--- src/rtl/vpu_fp_dst_port.sv ---
// rtl/vpu_fp_dst_port.sv - credit-gated issue and result FIFO for a fixed-latency VPU op unit
// Every started op owns a result slot; results drain to writeback over valid/ready.
module vpu_fp_dst_port #(
  parameter int DATA_WIDTH = 16,
  parameter int DEPTH      = 8,
  parameter int CNT_W      = $clog2(DEPTH) + 1
) (
  input  logic                  clk,
  input  logic                  rst,
  input  logic                  issue_valid_i,
  output logic                  issue_ready_o,
  output logic                  start_o,
  input  logic                  done_i,
  input  logic [DATA_WIDTH-1:0] result_i,
  output logic                  wb_valid_o,
  output logic [DATA_WIDTH-1:0] wb_data_o,
  input  logic                  wb_ready_i,
  output logic                  busy_o,
  output logic                  err_o
);

  localparam int PTR_W = $clog2(DEPTH);
  localparam logic [CNT_W-1:0] DEPTH_C = CNT_W'(DEPTH);
  localparam logic [CNT_W-1:0] CNT_ONE = CNT_W'(1);
  localparam logic [PTR_W-1:0] PTR_ONE = PTR_W'(1);

  logic [CNT_W-1:0]      inflight_cnt, fifo_cnt, credits;
  logic [PTR_W-1:0]      wr_ptr, rd_ptr, rd_ptr_nxt;
  logic [DATA_WIDTH-1:0] mem [DEPTH];
  logic                  err_q;
  logic                  pop, done_ok, spurious, overflow, wr_en, head_load;

  // Credits come back only on pop, so a started op always finds a free slot.
  assign credits       = DEPTH_C - inflight_cnt - fifo_cnt;
  assign issue_ready_o = ~rst & (credits != '0);
  assign start_o       = issue_valid_i & issue_ready_o;
  assign wb_valid_o    = ~rst & (fifo_cnt != '0);
  assign busy_o        = ~rst & ((inflight_cnt != '0) | (fifo_cnt != '0));
  assign err_o         = err_q;

  assign pop        = wb_valid_o & wb_ready_i;
  assign done_ok    = done_i & (inflight_cnt != '0);
  assign spurious   = done_i & (inflight_cnt == '0);
  assign overflow   = done_ok & (fifo_cnt == DEPTH_C) & ~pop;
  assign wr_en      = done_ok & ~overflow;
  assign rd_ptr_nxt = rd_ptr + PTR_ONE;

  // The incoming result becomes the head when the FIFO is (or is about to be) empty.
  assign head_load = wr_en & ((fifo_cnt == '0) | ((fifo_cnt == CNT_ONE) & pop));

  always_ff @(posedge clk) begin
    if (rst) begin
      inflight_cnt <= '0;
      fifo_cnt     <= '0;
      wr_ptr       <= '0;
      rd_ptr       <= '0;
      err_q        <= 1'b0;
      wb_data_o    <= '0;
    end else begin
      case ({start_o, done_ok})
        2'b10:   inflight_cnt <= inflight_cnt + CNT_ONE;
        2'b01:   inflight_cnt <= inflight_cnt - CNT_ONE;
        default: inflight_cnt <= inflight_cnt;
      endcase
      case ({wr_en, pop})
        2'b10:   fifo_cnt <= fifo_cnt + CNT_ONE;
        2'b01:   fifo_cnt <= fifo_cnt - CNT_ONE;
        default: fifo_cnt <= fifo_cnt;
      endcase
      if (wr_en) wr_ptr <= wr_ptr + PTR_ONE;
      if (pop)   rd_ptr <= rd_ptr_nxt;
      if (spurious | overflow) err_q <= 1'b1;
      if (head_load)
        wb_data_o <= result_i;
      else if (pop && (fifo_cnt > CNT_ONE))
        wb_data_o <= mem[rd_ptr_nxt];
    end
  end

  always_ff @(posedge clk) begin
    if (!rst && wr_en) mem[wr_ptr] <= result_i;
  end

endmodule

--- config.mk ---
export PLATFORM = sky130hd
export DESIGN_NAME = vpu_fp_dst_port
export DESIGN_NICKNAME = d
export VERILOG_FILES = /design/src/rtl/vpu_fp_dst_port.sv
export SDC_FILE = /design/constraint.sdc
export NUM_CORES = 1
export LEC_CHECK = 0
export CAP_MARGIN = 0
export CORE_ASPECT_RATIO = 1.75
export CORE_MARGIN = 4
export CORE_UTILIZATION = 50
export DETAILED_ROUTE_END_ITERATION = 10
export PLACE_DENSITY = 0.69
export SKIP_CTS_REPAIR_TIMING = 1
export SLEW_MARGIN = 25
export SYNTH_ARGS = -nofsm -noshare
export SYNTH_HDL_FRONTEND = slang
export SYNTH_SLANG_ARGS = --single-unit
--- constraint.sdc ---
create_clock -name clk -period 4.7 [get_ports clk]
set_input_delay 0.94 -clock clk [delete_from_list [all_inputs] [get_ports clk]]
set_output_delay 0.94 -clock clk [all_outputs]
set_load 0.005 [all_outputs]
Word level (Yosys, flattened, before mapping) --
Memory sizes are Yosys's and may differ from the RTL's. Cells that the tools add are included. W data, S select, Z words.
Cells by class: magnitude comparators 1, reductions and logical operators 11, bitwise gates (word level) 18, equality and inequality tests 6, muxes and demuxes 6, add/sub/neg operators 8
Operators with widths (count):
- $mux W16 | 2
- $pmux W4 S2 | 2
- $and A1 B1 Y1 | 12
- $reduce_bool A4 Y1 | 3
- $add A4 B1 Y4 const B | 2
- $logic_not A4 Y1 | 2
- $sub A4 B1 Y4 const B | 2
- $add A3 B1 Y3 const B | 2
- $reduce_bool A2 Y1 | 3
- $eq A2 B1 Y1 const B | 2
- $eq A2 B2 Y1 const B | 2
- $eq A4 B1 Y1 const B | 1
- $eq A4 B4 Y1 const B | 1
- $gt A4 B1 Y1 const B | 1
- $sub A4 B4 Y4 | 1
- $sub A4 B4 Y4 const A | 1
- $not A1 Y1 | 3
- $or A1 B1 Y1 | 3
- $logic_and A1 B1 Y1 | 2
- $mux W1 | 2
- $logic_not A1 Y1 | 1
Storage, ports and cells: register bits after elaboration 31, output and inout port bits 21, memories 1, bits of input ports 21, word-level logic and storage cells 57, RAM bits 128
Memory list:
- mem | depth 8, bits a word 16, read ports 1, clocked after memory_dff 0, wr ports 1, RTL line 29 | logic [DATA_WIDTH-1:0] mem [DEPTH];

Longest topological paths before layout --
Gate-level depths: netlist of run 1.
depth after elaboration 10, gate-level depth with buffers 15, gate-level depth less buffers 15

Worst setup path before layout of run 1 --
Ideal clock, no wire load.
path kind input-to-reg, from in wb_ready_i, to mem mem[4][0], enable pin, buffers on the path 0, required time 4.270 ns, data arrival time 3.214 ns, path slack 1.056 ns, cell stages on the path 4, setup time 0.430 ns, path through nor2b_1 o21ai_2 or2_2 nor4_1
Between the ends: longest elaborated chain between the ends 8
Ends and longest elaborated chain:
- from (decl) | RTL line 17 | input logic wb_ready_i,
- $and A1 B1 Y1 | RTL line 41 | assign pop = wb_valid_o & wb_ready_i;
- $not A1 Y1 | RTL line 44 | assign overflow = done_ok & (fifo_cnt == DEPTH_C) & ~pop;
- $and A1 B1 Y1 | RTL line 44
- $not A1 Y1 | RTL line 45 | assign wr_en = done_ok & ~overflow;
- $and A1 B1 Y1 | RTL line 45
- $logic_and A1 B1 Y1 | RTL line 81 | if (!rst && wr_en) mem[wr_ptr] <= result_i;
- $mux W1 | RTL line 81
- $mux W1 (not written as such) | RTL line 81
- to (decl) | RTL line 29
Every way passes these cells.

Final worst setup path of run 1 --
from reg fifo_cnt[2], to out start_o
Between the ends: longest elaborated chain between the ends 4
Ends and longest elaborated chain:
- from (decl) | RTL line 27 | logic [CNT_W-1:0] inflight_cnt, fifo_cnt, credits;
- from (signal assigned) | RTL line 66 | 2'b10: fifo_cnt <= fifo_cnt + CNT_ONE;
- from (signal assigned) | RTL line 67 | 2'b01: fifo_cnt <= fifo_cnt - CNT_ONE;
- from (signal assigned) | RTL line 68 | default: fifo_cnt <= fifo_cnt;
- $sub A4 B4 Y4 | RTL line 34 | assign credits = DEPTH_C - inflight_cnt - fifo_cnt;
- $reduce_bool A4 Y1 | RTL line 35 | assign issue_ready_o = ~rst & (credits != '0);
- $and A1 B1 Y1 | RTL line 35
- $and A1 B1 Y1 | RTL line 36 | assign start_o = issue_valid_i & issue_ready_o;
- to (decl) | RTL line 12 | output logic start_o,
Every way passes these cells.

==> results of run 1 <==
cells in the mapped netlist, types with 2 or more instances:
cell,instances
xnor2_1,5
a211oi_1,2
nor4_1,3
mux2i_1,7
o21ai_0,2
nor2b_1,4
inv_1,14
clkbuf_1,5
or2_2,2
a21o_1,2
xor2_1,6
nand2_1,30
a32oi_1,2
edfxtp_1,128
buf_4,2
a221o_1,14
dfxtp_1,31
mux4_2,31
buf_2,9
and2_1,3
buf_1,2
nor2_1,29
a21oi_1,22
nor3_1,6
mux2_4,2
nand3b_1,2
ha_1,12
o211ai_1,2
a2111oi_0,2
fa_1,2
nand2b_1,2
nand3_1,4
where the power goes:
| group | switching [mW] | leakage (nW) | internal [mW] |
|---|---|---|---|
| combinational | 0.601 | 0.933 | 0.615 |
| clock | 0.580 | 0.291 | 0.799 |
| sequential | 0.106 | 1.41 | 1.66 |
stage by stage:
step | instance area (um^2) | cells
CTS | 7830 | 644
finish | 7830 | 644
global placement | 7240 | 612
detailed placement | 7240 | 612
floorplan | 6570 | 404
global route | 7830 | 644
worst max-delay path, cell delays in order, from the launching register on:
cell	delay, ns
dfxtp_1	0.50
inv_1	0.13
ha_1	0.31
fa_1	0.44
xor2_1	0.18
xnor2_1	0.12
a21oi_1	0.20
and2_1	0.16
clkdlybuf4s50_1	0.49
flip-flops by register name (all words and copies together), names as in the netlist:
register,cells
wb_data_o,16
fifo_cnt,4
mem,128
wr_ptr,3
err_o,1
inflight_cnt,4
rd_ptr,3
worst max path at each step:
| stage | to | from | slack (ns) |
|---|---|---|---|
| 2_1_floorplan | mem[4][0]$_DFFE_PP_ | wb_ready_i | 1.06 |
| 3_3_place_gp | inflight_cnt[3]$_SDFFE_PP0P_ | rst | 1.17 |
| 3_5_place_dp | inflight_cnt[3]$_SDFFE_PP0P_ | rst | 1.12 |
| 4_1_cts | start_o | inflight_cnt[0]$_SDFFE_PP0P_ | 0.76 |
| 5_1_grt | start_o | fifo_cnt[2]$_SDFFE_PP0P_ | 0.62 |
| 6_report | start_o | fifo_cnt[2]$_SDFFE_PP0P_ | 0.81 |
per-layer routing:
metal	vias up	wire length, um	track usage [%]
met5	-	0	0
li1	1675	-	-
met2	86	7490	34.7
met1	1901	5330	23.9
met4	0	431	8.41
met3	27	488	3.91
cell families (layout without fill, tap and decap cells):
| family | count (synthesis) | in the layout | synth area share, % |
|---|---|---|---|
| DFF | 159 | 159 | 68.0 |
| and+or+nand+nor | 92 | 92 | 6.69 |
| AOI/OAI and AO/OA | 53 | 53 | 6.31 |
| muxes | 41 | 41 | 12.3 |
| buffers and inverters | 34 | 103 | 2.34 |
| adders and majority gates | 14 | 14 | 2.90 |
| xor gates and xnor gates | 11 | 11 | 1.47 |
cell type report:
class / instances / area, um^2 / share of cell area, %
multi-input cells: 211 / 1980 / 25.3
clock buffers: 17 / 425 / 5.43
flip-flops and latches: 159 / 4470 / 57.0
repair buffers: 56 / 523 / 6.68
clock inverters: 15 / 169 / 2.16
inverters: 15 / 56.3 / 0.719
well taps: 171 / 214 / 2.73
==> impl_metrics.py, run 1 <==
metrics = {
    "grt": {
        "grt_start_max_net_pins": 33,
        "grt_pass1_vias": 4057,
        "grt.overflow.total": 0,
        "antenna_found_initial": 0,
        "grt_pass1_wl_mm": 22.4,
        "track_usage_pct": 20.0,
    },
    "sta": {
        "slew_violations": 0,
        "clock_skew_ns": 0.0124,
        "hold_viol": 0,
        "hold_slack_ns": 0.452,
        "tns_ns": 0,
        "grt_setup_unrepaired": "false",
        "max_freq_mhz": 257,
        "setup-violations-final": 0,
        "slew_headroom_pct": 39.1,
        "worst_pin_slew_ns": 0.912,
        "timing.final.ws_setup_ns": 0.811,
        "fin_crit_ns": 3.89,
        "finalCritPeriodShare_pct": 82.7,
    },
    "finish": {
        "layout_common_cells": "128 x edfxtp_1, 41 x clkdlybuf4s50_1, 31 x mux4_2",
        "nFillCells": 1011,
        "num_antenna_cells": 0,
        "final_util_pct": 60.5,
        "drive_above_1_share_pct": 20.5,
        "area_delta_synth_final_pct": 19.3,
        "fin_nets": 495,
        "final_common_cell": "edfxtp_1",
    },
    "drt": {
        "totalWireLength_mm": 13.7,
        "drc": 0,
        "wl_per_cell_um": 21.3,
        "antenna_left": 0,
        "drt-initial-drc-count": 326,
        "num_vias": 3689,
        "firstDrtPassIters": 4,
        "vias_per_cell": 5.73,
    },
    "floorplanning": {
        "rows": 55,
        "fp.dieW_um": 94.6,
        "core-area_um2": 12900,
        "dieArea_um2": 15100,
        "die_y_um": 160,
        "initial_core_util_pct": 50.8,
        "ios": 42,
    },
    "worst_setup_path": {
        "reg2reg_to": "inflight_cnt[3]$_SDFFE_PP0P_",
        "path_max_fanout": 10,
        "cp_data_arrival_time_ns": 2.95,
        "cp-end-kind": "primary output",
        "required_ns": 3.76,
        "start_kind": "register",
        "critPathKind": "register to primary output",
        "r2r-start": "fifo_cnt[2]$_SDFFE_PP0P_",
        "rrSetupSlack_ns": 1.15,
        "reg2reg_depth": 13,
    },
    "clock_network": {
        "clockBufferDepth": 2,
        "cts_tree": "done",
        "path_clk_slew_ns": 0.07,
        "cts_sinks": 159,
        "root_buffer": "clkbuf_16",
        "h-tree-depth": 4,
        "clock_latency_ns": 0.42,
        "numCtsBuffers": 17,
    },
    "synthesis": {
        "avgSynthCellArea_um2": 16.3,
        "async_flop_share_pct": 0,
        "synthTopCellsByArea": "edfxtp_1 59%, mux4_2 11%, dfxtp_1 9.4%",
        "synth_top_area_share_pct": 58.5,
        "synth_enable_flop_cells": 128,
        "syn_nets": 439,
        "ys_seq_area_share_pct": 68.0,
        "synthFlopType": "edfxtp_1",
        "syn_area_um2": 6570,
        "yosys_warnings": 0,
        "ys_types": 47,
        "synth-seq-cells": 159,
        "yosysTopAreaCell": "edfxtp_1",
        "synth_cells": 404,
    },
    "min_path": {
        "hold_end": "err_o$_SDFFE_PP0P_",
        "hp-class": "register to register",
        "min_from": "err_o$_SDFFE_PP0P_",
        "worstHoldPathCells": 2,
    },
    "placed_design": {
        "dpl.hpwl_mm": 8.61,
        "gp_congestion": 0.828,
        "pre_cts_slack_ns": 1.12,
        "numPortBuffers": 41,
    },
    "run_status": {
        "outcome": "completed",
    },
    "power_and_ir_drop": {
        "ir_worst_vdd_mv": 0.404,
        "finalPower_mw": 4.36,
        "p_per_area_nw_per_um2": 557,
        "leakagePower_nw": 2.63,
    },
    "flow_run": {
        "maxCapViolations": 0,
    },
}
Power figures use the tool's default switching activity.
==> run 2: changes to the inputs <==
==> constraint.sdc (replaced) <==
create_clock -name clk -period 3.85 [get_ports clk]
set_input_delay 0.77 -clock clk [delete_from_list [all_inputs] [get_ports clk]]
set_output_delay 0.77 -clock clk [all_outputs]
set_load 0.005 [all_outputs]
==> impl_metrics.py, run 2 (synthesis gave the netlist of run 1 again) <==
metrics = {
    "finish": {
        "largest_register": "mem",
        "nFillCells": 1042,
        "final_util_pct": 60.5,
        "largest_reg_flops": 128,
        "fin_cells": 646,
        "final_common_cell": "edfxtp_1",
        "reg.largest.list": "mem (128), wb_data_o (16)",
        "area_delta_synth_final_pct": 19.1,
        "fin_nets": 497,
        "layout_common_cells": "128 x edfxtp_1, 41 x clkdlybuf4s50_1, 31 x mux4_2",
        "drive_above_1_share_pct": 20.4,
        "num_antenna_cells": 0,
    },
    "placed_design": {
        "gp_congestion": 0.803,
        "place_inst": 614,
        "dpl.hpwl_mm": 8.37,
        "numPortBuffers": 41,
        "pre_cts_slack_ns": 0.267,
    },
    "worst_setup_path": {
        "slowest_stage": "clkdlybuf4s50_1",
        "cp_data_arrival_time_ns": 2.86,
        "cp-end-kind": "primary output",
        "reg2reg_depth": 14,
        "r2r-start": "inflight_cnt[1]$_SDFFE_PP0P_",
        "crit_chain": "ha_1 -> inv_1 -> ha_1 -> fa_1 -> xor2_1 -> xnor2_1 -> a21oi_2 -> and2_1 -> clkdlybuf4s50_1",
        "critPathKind": "register to primary output",
        "required_ns": 3.08,
        "cp_common_cell": "ha_1",
        "path_max_fanout": 6,
        "max_stage_delay_ns": 0.49,
        "cpLargestDelayFamily": "adder cells",
        "critPathBufInv": 2,
        "rrSetupSlack_ns": 0.37,
        "reg2reg_to": "inflight_cnt[3]$_SDFFE_PP0P_",
        "start_kind": "register",
    },
    "clock_network": {
        "clockBufferDepth": 2,
        "numCtsBuffers": 17,
        "cts_sinks": 159,
        "root_buffer": "clkbuf_16",
        "h-tree-depth": 4,
        "path_clk_slew_ns": 0.06,
        "clock_latency_ns": 0.41,
        "cts_tree": "done",
    },
    "drt": {
        "firstDrtPassIters": 4,
        "wl_per_cell_um": 20.9,
        "totalWireLength_mm": 13.5,
        "drt-initial-drc-count": 205,
        "num_vias": 3732,
        "antenna_left": 0,
        "vias_per_cell": 5.78,
        "drc": 0,
    },
    "run_status": {
        "outcome": "completed",
    },
    "power_and_ir_drop": {
        "finalPower_mw": 5.28,
        "leakagePower_nw": 2.62,
        "p_per_area_nw_per_um2": 676,
        "ir_worst_vdd_mv": 0.384,
    },
    "sta": {
        "slew_headroom_pct": 37.3,
        "finalCritPeriodShare_pct": 94.3,
        "fin_crit_ns": 3.63,
        "max_freq_mhz": 275,
        "worst_pin_slew_ns": 0.939,
        "hold_viol": 0,
        "setup-violations-final": 0,
        "grt_setup_unrepaired": "false",
        "slew_violations": 0,
        "timing.final.ws_setup_ns": 0.218,
        "tns_ns": 0,
        "clock_skew_ns": 0.00814,
    },
    "min_path": {
        "hp-class": "register to register",
        "hold_end": "err_o$_SDFFE_PP0P_",
        "min_from": "err_o$_SDFFE_PP0P_",
        "worstHoldPathCells": 2,
    },
    "grt": {
        "antenna_found_initial": 0,
        "grt.overflow.total": 0,
        "track_usage_pct": 19.6,
        "grt_pass1_vias": 4038,
        "grt_start_max_net_pins": 33,
        "grt_pass1_wl_mm": 21.8,
    },
    "floorplanning": {
        "ios": 42,
        "dieArea_um2": 15100,
        "initial_core_util_pct": 50.8,
        "fp.dieW_um": 94.6,
        "die_y_um": 160,
        "core-area_um2": 12900,
        "rows": 55,
    },
    "flow_run": {
        "maxCapViolations": 0,
    },
}
## run 2: per-stage QoR
step / area (um^2) / hold slack (ns)
floorplan: 6570 / 0.442
global placement: 7250 / 0.442
detailed placement: 7250 / 0.456
CTS: 7820 / 0.465
global route: 7820 / 0.483
finish: 7820 / 0.456
## run 2: worst max-delay path by stage
stage / from / endpoint / depth (start not counted)
after floorplan: wb_ready_i / mem[4][0]$_DFFE_PP_ / 4
after global placement: inflight_cnt[0]$_SDFFE_PP0P_ / inflight_cnt[3]$_SDFFE_PP0P_ / 14
after detailed placement: inflight_cnt[0]$_SDFFE_PP0P_ / inflight_cnt[3]$_SDFFE_PP0P_ / 14
after CTS: inflight_cnt[0]$_SDFFE_PP0P_ / start_o / 9
after global routing: inflight_cnt[1]$_SDFFE_PP0P_ / start_o / 9
final: inflight_cnt[1]$_SDFFE_PP0P_ / start_o / 9
## run 2: metal layers
metal / track usage, % / part of all wire, % / routed length (um)
met5: 0 / 0 / 0
met4: 9.33 / 3.1 / 420
met3: 4.19 / 3.8 / 513
met2: 33.5 / 55 / 7410
met1: 23.0 / 38 / 5140
## run 2: report_power, final
part	switching [mW]	internal [mW]	total, mW	leakage (nW)
Combinational	0.751	0.770	1.52	0.943
Sequential	0.128	2.03	2.16	1.41
Clock	0.630	0.975	1.61	0.276
Total	1.51	3.78	5.28	2.62
## run 2: layout make-up
type | instances | area (um^2) | area share (%)
clock inverters | 9 | 113 | 1.44
repair buffers | 58 | 538 | 6.88
well taps | 171 | 214 | 2.74
inverters | 15 | 56.3 | 0.720
flip-flops and latches | 159 | 4470 | 57.1
multi-input cells | 211 | 1980 | 25.3
clock buffers | 23 | 458 | 5.85
## run 2: worst register-to-register path, stage by stage, from the launching register on
cell and delay (ns):
dfxtp_1 0.39, ha_1 0.32, inv_1 0.05, ha_1 0.20, fa_1 0.38, xor2_1 0.18, xnor2_1 0.14, a21oi_2 0.17
nand2_1 0.08, ha_1 0.25, ha_1 0.29, a21o_1 0.18, a21oi_1 0.18, mux2i_1 0.23, mux2_2 0.34
